--- src/rtl/uart_pkg.sv ---
// Shared UART definitions: transmitter state encoding and the bit-period helper.
// Latency: n/a (types and constant functions only).
// Backpressure: n/a.
package uart_pkg;

  typedef enum logic [1:0] {
    IDLE  = 2'd0,
    START = 2'd1,
    DATA  = 2'd2,
    STOP  = 2'd3
  } tx_state_t;

  // Clock cycles per bit. Integer division on purpose, so the receiver computes
  // the identical period from the same two parameters.
  function automatic int pulse_width(input int clk_speed, input int baud_rate);
    return clk_speed / baud_rate;
  endfunction

endpackage

--- src/rtl/uart_baud_timer.sv ---
// Bit-period down-counter: loads a value, counts to zero, flags done while at zero.
// Latency: done_o is high on the cycle the count reads zero (load_val_i+1 cycles after load_i).
// Backpressure: none; load_i wins over counting on the same edge.
// Ports:
//   clk_i, rst_ni       clock, asynchronous active-low reset
//   load_i, load_val_i  restart the count from load_val_i
//   done_o              count is zero (current bit period is ending)
module uart_baud_timer #(
  parameter int CNT_W = 9
) (
  input  logic             clk_i,
  input  logic             rst_ni,
  input  logic             load_i,
  input  logic [CNT_W-1:0] load_val_i,
  output logic             done_o
);

  logic [CNT_W-1:0] cnt_q, cnt_d;

  always_comb begin
    cnt_d = cnt_q;
    if (load_i) begin
      cnt_d = load_val_i;
    end else if (cnt_q != '0) begin
      cnt_d = cnt_q - 1'b1;
    end
  end

  always_ff @(posedge clk_i or negedge rst_ni) begin
    if (!rst_ni) begin
      cnt_q <= '0;
    end else begin
      cnt_q <= cnt_d;
    end
  end

  assign done_o = (cnt_q == '0);

endmodule

--- src/rtl/uart_tx_alt.sv ---
// UART transmitter: start bit, DATA_WIDTH data bits LSB first, STOP_BITS stop bits.
// Latency: handshake at edge k drives the start bit from edge k+1 when idle.
// Backpressure: one-entry holding register; ready_o drops while it is full.
// Ports:
//   clk_i, rst_ni       clock, asynchronous active-low reset
//   data_i, valid_i     byte stream in; captured when valid_i && ready_o
//   ready_o             holding register empty
//   txd_o               registered serial line, idle high
//   busy_o              frame in flight or byte held
module uart_tx_alt
  import uart_pkg::*;
#(
  parameter int BAUD_RATE  = 38400,
  parameter int DATA_WIDTH = 8,
  parameter int CLK_SPEED  = 12_000_000,
  parameter int STOP_BITS  = 1
) (
  input  logic                  clk_i,
  input  logic                  rst_ni,
  input  logic [DATA_WIDTH-1:0] data_i,
  input  logic                  valid_i,
  output logic                  ready_o,
  output logic                  txd_o,
  output logic                  busy_o
);

  localparam int PULSE_WIDTH = pulse_width(CLK_SPEED, BAUD_RATE);
  localparam int STOP_LEN    = STOP_BITS * PULSE_WIDTH;
  // Sized for the whole stop period, which is longer than one bit with two stop bits.
  localparam int CNT_W       = (STOP_LEN > 1) ? $clog2(STOP_LEN) : 1;
  localparam int BIT_W       = (DATA_WIDTH > 1) ? $clog2(DATA_WIDTH) : 1;

  localparam logic [CNT_W-1:0] BIT_LOAD  = CNT_W'(PULSE_WIDTH - 1);
  localparam logic [CNT_W-1:0] STOP_LOAD = CNT_W'(STOP_LEN - 1);
  localparam logic [BIT_W-1:0] LAST_BIT  = BIT_W'(DATA_WIDTH - 1);

  tx_state_t             state_q, state_d;
  logic                  txd_q, txd_d;
  logic [DATA_WIDTH-1:0] hold_q, hold_d;
  logic                  hold_vld_q, hold_vld_d;
  logic [DATA_WIDTH-1:0] shift_q, shift_d;
  logic [BIT_W-1:0]      bit_idx_q, bit_idx_d;

  logic             tmr_load;
  logic [CNT_W-1:0] tmr_val;
  logic             tmr_done;
  logic             load_frame;
  logic             accept;

  uart_baud_timer #(.CNT_W(CNT_W)) u_baud_timer (
    .clk_i      (clk_i),
    .rst_ni     (rst_ni),
    .load_i     (tmr_load),
    .load_val_i (tmr_val),
    .done_o     (tmr_done)
  );

  assign ready_o = !hold_vld_q;
  assign busy_o  = (state_q != IDLE) || hold_vld_q;
  assign txd_o   = txd_q;
  assign accept  = valid_i && ready_o;

  always_comb begin
    state_d    = state_q;
    txd_d      = txd_q;
    hold_d     = hold_q;
    hold_vld_d = hold_vld_q;
    shift_d    = shift_q;
    bit_idx_d  = bit_idx_q;
    tmr_load   = 1'b0;
    tmr_val    = BIT_LOAD;
    load_frame = 1'b0;

    unique case (state_q)
      IDLE: begin
        txd_d = 1'b1;
        if (hold_vld_q) load_frame = 1'b1;
      end
      START: begin
        if (tmr_done) begin
          txd_d    = shift_q[0];
          tmr_load = 1'b1;
          state_d  = DATA;
        end
      end
      DATA: begin
        if (tmr_done) begin
          tmr_load = 1'b1;
          if (bit_idx_q == LAST_BIT) begin
            txd_d   = 1'b1;
            tmr_val = STOP_LOAD;
            state_d = STOP;
          end else begin
            shift_d   = shift_q >> 1;
            txd_d     = shift_d[0];
            bit_idx_d = bit_idx_q + 1'b1;
          end
        end
      end
      STOP: begin
        txd_d = 1'b1;
        // A waiting byte starts on the very edge the stop period ends.
        if (tmr_done) begin
          if (hold_vld_q) load_frame = 1'b1;
          else            state_d    = IDLE;
        end
      end
      default: begin
        state_d = IDLE;
        txd_d   = 1'b1;
      end
    endcase

    if (load_frame) begin
      shift_d    = hold_q;
      hold_vld_d = 1'b0;
      bit_idx_d  = '0;
      tmr_load   = 1'b1;
      tmr_val    = BIT_LOAD;
      txd_d      = 1'b0;
      state_d    = START;
    end

    // accept needs an empty holder and load_frame a full one, so they never collide.
    if (accept) begin
      hold_d     = data_i;
      hold_vld_d = 1'b1;
    end
  end

  always_ff @(posedge clk_i or negedge rst_ni) begin
    if (!rst_ni) begin
      state_q    <= IDLE;
      txd_q      <= 1'b1;
      hold_q     <= '0;
      hold_vld_q <= 1'b0;
      shift_q    <= '0;
      bit_idx_q  <= '0;
    end else begin
      state_q    <= state_d;
      txd_q      <= txd_d;
      hold_q     <= hold_d;
      hold_vld_q <= hold_vld_d;
      shift_q    <= shift_d;
      bit_idx_q  <= bit_idx_d;
    end
  end

endmodule

--- config.mk ---
export PLATFORM = sky130hd
export DESIGN_NAME = uart_tx_alt
export DESIGN_NICKNAME = d
export VERILOG_FILES = /design/src/rtl/uart_pkg.sv /design/src/rtl/uart_baud_timer.sv /design/src/rtl/uart_tx_alt.sv
export SDC_FILE = /design/constraint.sdc
export NUM_CORES = 1
export LEC_CHECK = 0
export BUFFER_PORTS_ARGS = -buffer_cell sky130_fd_sc_hd__buf_2
export CORE_MARGIN = 10
export CORE_UTILIZATION = 30
export CTS_CLUSTER_DIAMETER = 60
export DETAILED_ROUTE_END_ITERATION = 6
export HOLD_SLACK_MARGIN = 0.1
export PLACE_DENSITY = 0.52
export SYNTH_ARGS = -nofsm -noshare
export SYNTH_HDL_FRONTEND = slang
export SYNTH_HIERARCHICAL = 1
export SYNTH_SLANG_ARGS = --single-unit
--- constraint.sdc ---
create_clock -name clk_i -period 6.4 [get_ports clk_i]
set_input_delay 0.64 -clock clk_i [delete_from_list [all_inputs] [get_ports clk_i]]
set_output_delay 0.64 -clock clk_i [all_outputs]
set_load 0.05 [all_outputs]
## After elaboration in Yosys (flattened, before gate mapping)

Cells that the tools add are included.

- Word-level logic and storage cells: 66
- Register bits after elaboration: 32
- Input port bits: 11
- Output and inout port bits: 3

- Multiplexer cells: 30
- Add/sub/neg operators: 2
- Reductions and logical operators: 17
- Equal/unequal tests: 10

Operators with widths:

| kind | number |
|---|---|
| two-way mux 8 bit | 4 |
| two-way mux 9 bit | 2 |
| != test 3 bit, second input constant | 5 |
| two-way mux 2 bit | 6 |
| two-way mux 3 bit | 4 |
| two-way mux 1 bit | 11 |
| nonzero test 2 bit | 5 |
| zero test 9 bit | 1 |
| nonzero test 9 bit | 1 |
| subtractor 9 x 1 -> 9 bit, second input constant | 1 |
| one-hot mux 2 bit (3 select lines) | 1 |
| AND reduction 6 bit | 1 |
| == test 2 bit, second input constant | 2 |
| nonzero test 4 bit | 1 |
| OR reduction 2 bit | 2 |
| adder 3 x 1 -> 3 bit, second input constant | 1 |
| == test 3 bit, second input constant | 1 |
| one-hot mux 1 bit (3 select lines) | 1 |
| AND reduction 3 bit | 1 |
| == test 2 x 1 -> 1 bit, second input constant | 1 |
| zero test 2 bit | 1 |
| != test 2 bit, second input constant | 1 |
| one-hot mux 1 bit (2 select lines) | 1 |
| AND reduction 2 bit | 1 |
| 3 further kinds | 3 |

## Depth between registers and ports, before layout

- Depth in word-level cells: 5
- Gate-level depth with buffers: 14
- Gate-level depth less buffers: 11

## Cells and area by module

Netlist, hierarchy kept.

By module, submodules not included:

| module | cells each | area each (µm²) | seq. area each (µm²) | times used |
|---|---|---|---|---|
| uart_tx_alt | 100 | 1138.6 | 576.8 | 1 |
| uart_baud_timer | 57 | 534.3 | 225.2 | 1 |

## Worst setup path before layout

No wires, ideal clock.

- Kind: reg2reg
- From: reg u_baud_timer.cnt_q[0]
- To: reg u_baud_timer.cnt_q[0]
- Clock period less this slack: 3.120 ns
- Stages on the path, launching flop included: 15
- Arrival time: 3.027 ns
- Setup time: 0.094 ns
- Data required time: 6.306 ns
- Path buffers: 4
- Setup slack: 3.280 ns
- Cells stage by stage: dfrtp_1 -> inv_1 -> ha_1 -> or4b_1 -> buf_2 -> or2_4 -> inv_1 -> a21oi_1 -> nor3_4 -> buf_4 -> a21o_1 -> clkbuf_1 -> clkbuf_1 -> nor2_1 -> a221oi_2

- Word-level cells in the longest chain between the ends: 5
- Elaborated cells between the ends (all ways): 11
- Those cells by class: 1 x add/sub; 7 x mux; 3 x reduce/logical

RTL lines:

| element | RTL line | source |
|---|---|---|
| start: declaration | uart_baud_timer.sv:18 | `logic [CNT_W-1:0] cnt_q, cnt_d;` |
| start signal: assignment | uart_baud_timer.sv:33 | `cnt_q <= cnt_d;` |
| zero test 9 bit (*) | uart_baud_timer.sv:37 | `assign done_o = (cnt_q == '0);` |
| net tmr_done | uart_tx_alt.sv:46 | `logic tmr_done;` |
| two-way mux 1 bit (on tied branches) | uart_tx_alt.sv:103, uart_tx_alt.sv:80, uart_tx_alt.sv:87 |  |
| one-hot mux 1 bit (2 select lines) / two-way mux 1 bit (equally long branches) | n/a |  |
| two-way mux 1 bit (*) | uart_tx_alt.sv:114 | `if (load_frame) begin` |
| net tmr_load | uart_tx_alt.sv:44 | `logic tmr_load;` |
| two-way mux 9 bit / nonzero test 2 bit (equally long branches) | n/a |  |

The timed path passes the listed nets; every way through them passes the cells marked *. The select of a mux whose other input is x is not followed.
A chain may end at the register's enable or synchronous reset.

## Worst setup path in the final report

- From: reg u_baud_timer.cnt_q[0]
- To: reg u_baud_timer.cnt_q[7]

Same word-level chain as after synthesis.

==> impl_results.md <==
- Register area: 802 µm²
- Routed WL: 3010 µm
- Top cells by area, synth: dfrtp_1 (46%), ha_1 (6.0%), mux2i_1 (5.4%)
- YS warnings: 6
- Crit. End Element: register
- Layout fillers: 569
- Post-Syn Area per Cell: 10.7 µm²
- Crit path max-delay family: simple AND/OR/NAND/NOR gates
- Startpoint types: register
- WP depth: 11
- Worst-Margin Slew: 0.800 ns
- P per Cell Area: 391 mW/mm²
- Lkg Pwr: 0.895 nW
- Setup violations, final: 0
- H-tree depth: 2
- Post-CTS Hold Buffers: 0
- # Post-CTS Setup Buffers: 0
- Crit path top cell by count: inv_1
- Via Count: 1,137
- Critical path class: reg2reg
- Setup_tns: 0 ns
- Clock-pin slew on the worst setup and hold paths: 0.07 ns
- Fin Clk Skew: 0.00717 ns
- Clock sinks: 32
- RSZ-0062 raised after global routing: no
- Tcrit/Tclk final: 60.3%
- Port Buffers: 13
- Post-Syn Instances: 157
- Die X: 94.7 µm
- Synthesized area: 0.00167 mm²
- MaxCap Viol Count: 0
- CORE AREA: 0.00547 mm²
- Root Driver: clkbuf_8
- CTS tree: built
- Commonest cells in the netlist: dfrtp_1 (31), nand2_1 (16), o21ai_0 (11)
- Cell with the most instances after synthesis: dfrtp_1
- CTS Buffer Depth: 2
- Area fraction in compound gates after synthesis: 14.1%
- CP Data Arrival Time: 4.03 ns
- Initial antenna violation count: 0
- Post-synth EDFFs: 0
- Total gr overflow: 0
- Die area: 0.00896 mm²
- Worst slack, placed: 2.50 ns
- Layout area overhead: 14.1%
- Share of cells above drive strength 1: 20.8%
- Vias in the first global route: 1,112
- Yosys top cell area share: 46.4%
- Post-synth top area cell: dfrtp_1
- DRT Pass-1 Iters: 4
- Simple-gate portion of the synthesized area: 14.4%
- Largest family of logic cells by synthesized area: simple AND/OR/NAND/NOR gates
- DP HPWL: 2140 µm
- Fin nets: 196
- Area share of fa/ha/maj cells after synthesis: 5.98%
- Skew-Pair Late Insertion Delay: 0.28 ns
- CP Max Fanout: 25
- Setup slack after layout: 2.54 ns
- FP Rows: 27
- Post_cts resized: 0
- Slew Limit Fails: 0
- Max transition margin: 46.5%
- Die height: 94.7 µm
- HP Class: in2async
- CP max stage cell: nor3_4
- Yosys reg bits: 32
- # IOs: 14
- DR WL/cell: 12.0 µm
- Endpoints failing hold: 0
- Vias per cell: 4.55
- Multi-input logic area: 826 µm²
- CP Buf/Inv Count: 3
- Gp weighted congestion: 0.743
- Initial core utilization: 30.6%
- Total Routing Usage GR: 7.20%
- Fraction of registers with async set/reset: 100%
- Largest net degree at the start of global routing: 33
- Final Critical Period: 3.86 ns
- Peak VDD IR: 0.169 mV
- CP required: 6.57 ns
- Diodes inserted: 0
- DRT iter0 DRCs: 35
- Crit-path cells: inv_1, ha_1, or4b_1, or2_4, inv_1, a21oi_1, nor3_4, a21o_1, inv_1, o311a_1, a221o_1
- Post-synthesis mux area share: 10.8%
- First-pass GRT wire length: 5210 µm
- Sequential share of the synthesized area: 47.9%
- Post-DRT Antenna Nets: 0
- Status: complete, no violations
- Synth Area in XOR/XNOR: 2.09%
- Post-route DRC violation count: 0
- Num CTS Buffers: 5
- F_max: 0.259 GHz
- Main synth FF type: dfrtp_1
- Synth cell types: 43
- Reg2Reg Depth: 11
- Largest stage delay on the critical path: 0.63 ns
==> routing by layer <==
metal | up-vias | part of all wire [%] | track usage, %
li1 | 590 | - | -
met1 | 532 | 53 | 9.22
met2 | 13 | 43 | 10.6
met3 | 2 | 3.2 | 2.54
met4 | 0 | 1.3 | 3.24
met5 | - | 0 | 0
==> worst reg2reg max path, delay by kind of cell, from the launching register on <==
| family | cells | cell delay, ns |
|---|---|---|
| flip-flops | 1 | 0.40 |
| adder cells (fa/ha/maj) | 1 | 0.20 |
| buffers and inverters | 3 | 0.55 |
| AND/OR/NAND/NOR | 3 | 1.55 |
| AO/OA/AOI/OAI | 4 | 1.03 |
==> worst paths after layout <==
check / start / endpoint / slack [ns]
min in group clk_i: txd_o / txd_o / 0.48
max in group asynchronous: rst_ni / u_baud_timer/cnt_q[0] / 5.53
hold / removal: rst_ni / u_baud_timer/cnt_q[3] / 0.41
hold reg to reg: txd_o / txd_o / 0.48
setup / recovery: u_baud_timer/cnt_q[0] / u_baud_timer/cnt_q[7] / 2.54
setup reg to reg: u_baud_timer/cnt_q[0] / u_baud_timer/cnt_q[7] / 2.54
==> area by class of cell <==
| type | instances | share of cell area (%) |
|---|---|---|
| Multi-Input combinational cell | 116 | 43.3 |
| Timing Repair Buffer | 13 | 3.41 |
| Clock buffer | 5 | 3.60 |
| Tap cell | 72 | 4.72 |
| Inverter | 9 | 1.77 |
| Sequential cell | 32 | 42.0 |
| Clock inverter | 3 | 1.25 |
==> placed cells by master, fill, tap and decap left out, types with 3 or more instances in the layout <==
cell       n
nand2_1   16
mux2i_1    9
ha_1       8
conb_1     9
mux2_2     8
o21ai_0   11
buf_2     13
dfrtp_1   31
nor3_1     5
inv_1      9
clkbuf_8   5
o31ai_1    4
nor2_1     8
xnor2_1    3
==> power by group <==
group | switching [W] | internal [W]
sequential | 0.0000645 | 0.000291
combinational | 0.000120 | 0.000113
clock | 0.0000811 | 0.0000769
total | 0.000265 | 0.000480
==> metrics by stage <==
stage / power, W / area, µm² / hold slack (ns) / utilization, % / instances
2_1_floorplan: 0.000539 / 1700 / 0.344 / - / 164
3_3_place_gp: 0.000597 / 1820 / 0.467 / 33.2 / 242
3_5_place_dp: 0.000595 / 1820 / 0.470 / 33.2 / 242
4_1_cts: 0.000757 / 1910 / 0.427 / 34.9 / 250
5_1_grt: 0.000808 / 1910 / 0.453 / 34.9 / 250
6_report: 0.000746 / 1910 / 0.409 / 34.9 / 250
==> cells by family after synthesis <==
| kind of cell | after synthesis |
|---|---|
| DFF | 32 |
| buffers and inverters | 16 |
| AOI/OAI and AO/OA | 33 |
| muxes | 17 |
| adders and majority gates | 8 |
| other | 2 |
| and+or+nand+nor | 45 |
| xor gates and xnor gates | 4 |
==> sequential cells by signal (all words and copies together), names as in the netlist <==
name and flops:
u_baud_timer/cnt_q 9, hold_q 8, shift_q 8, bit_idx_q 3, state_q 2, hold_vld_q 1, txd_o 1
No activity file was read; power rests on OpenSTA's default activity.
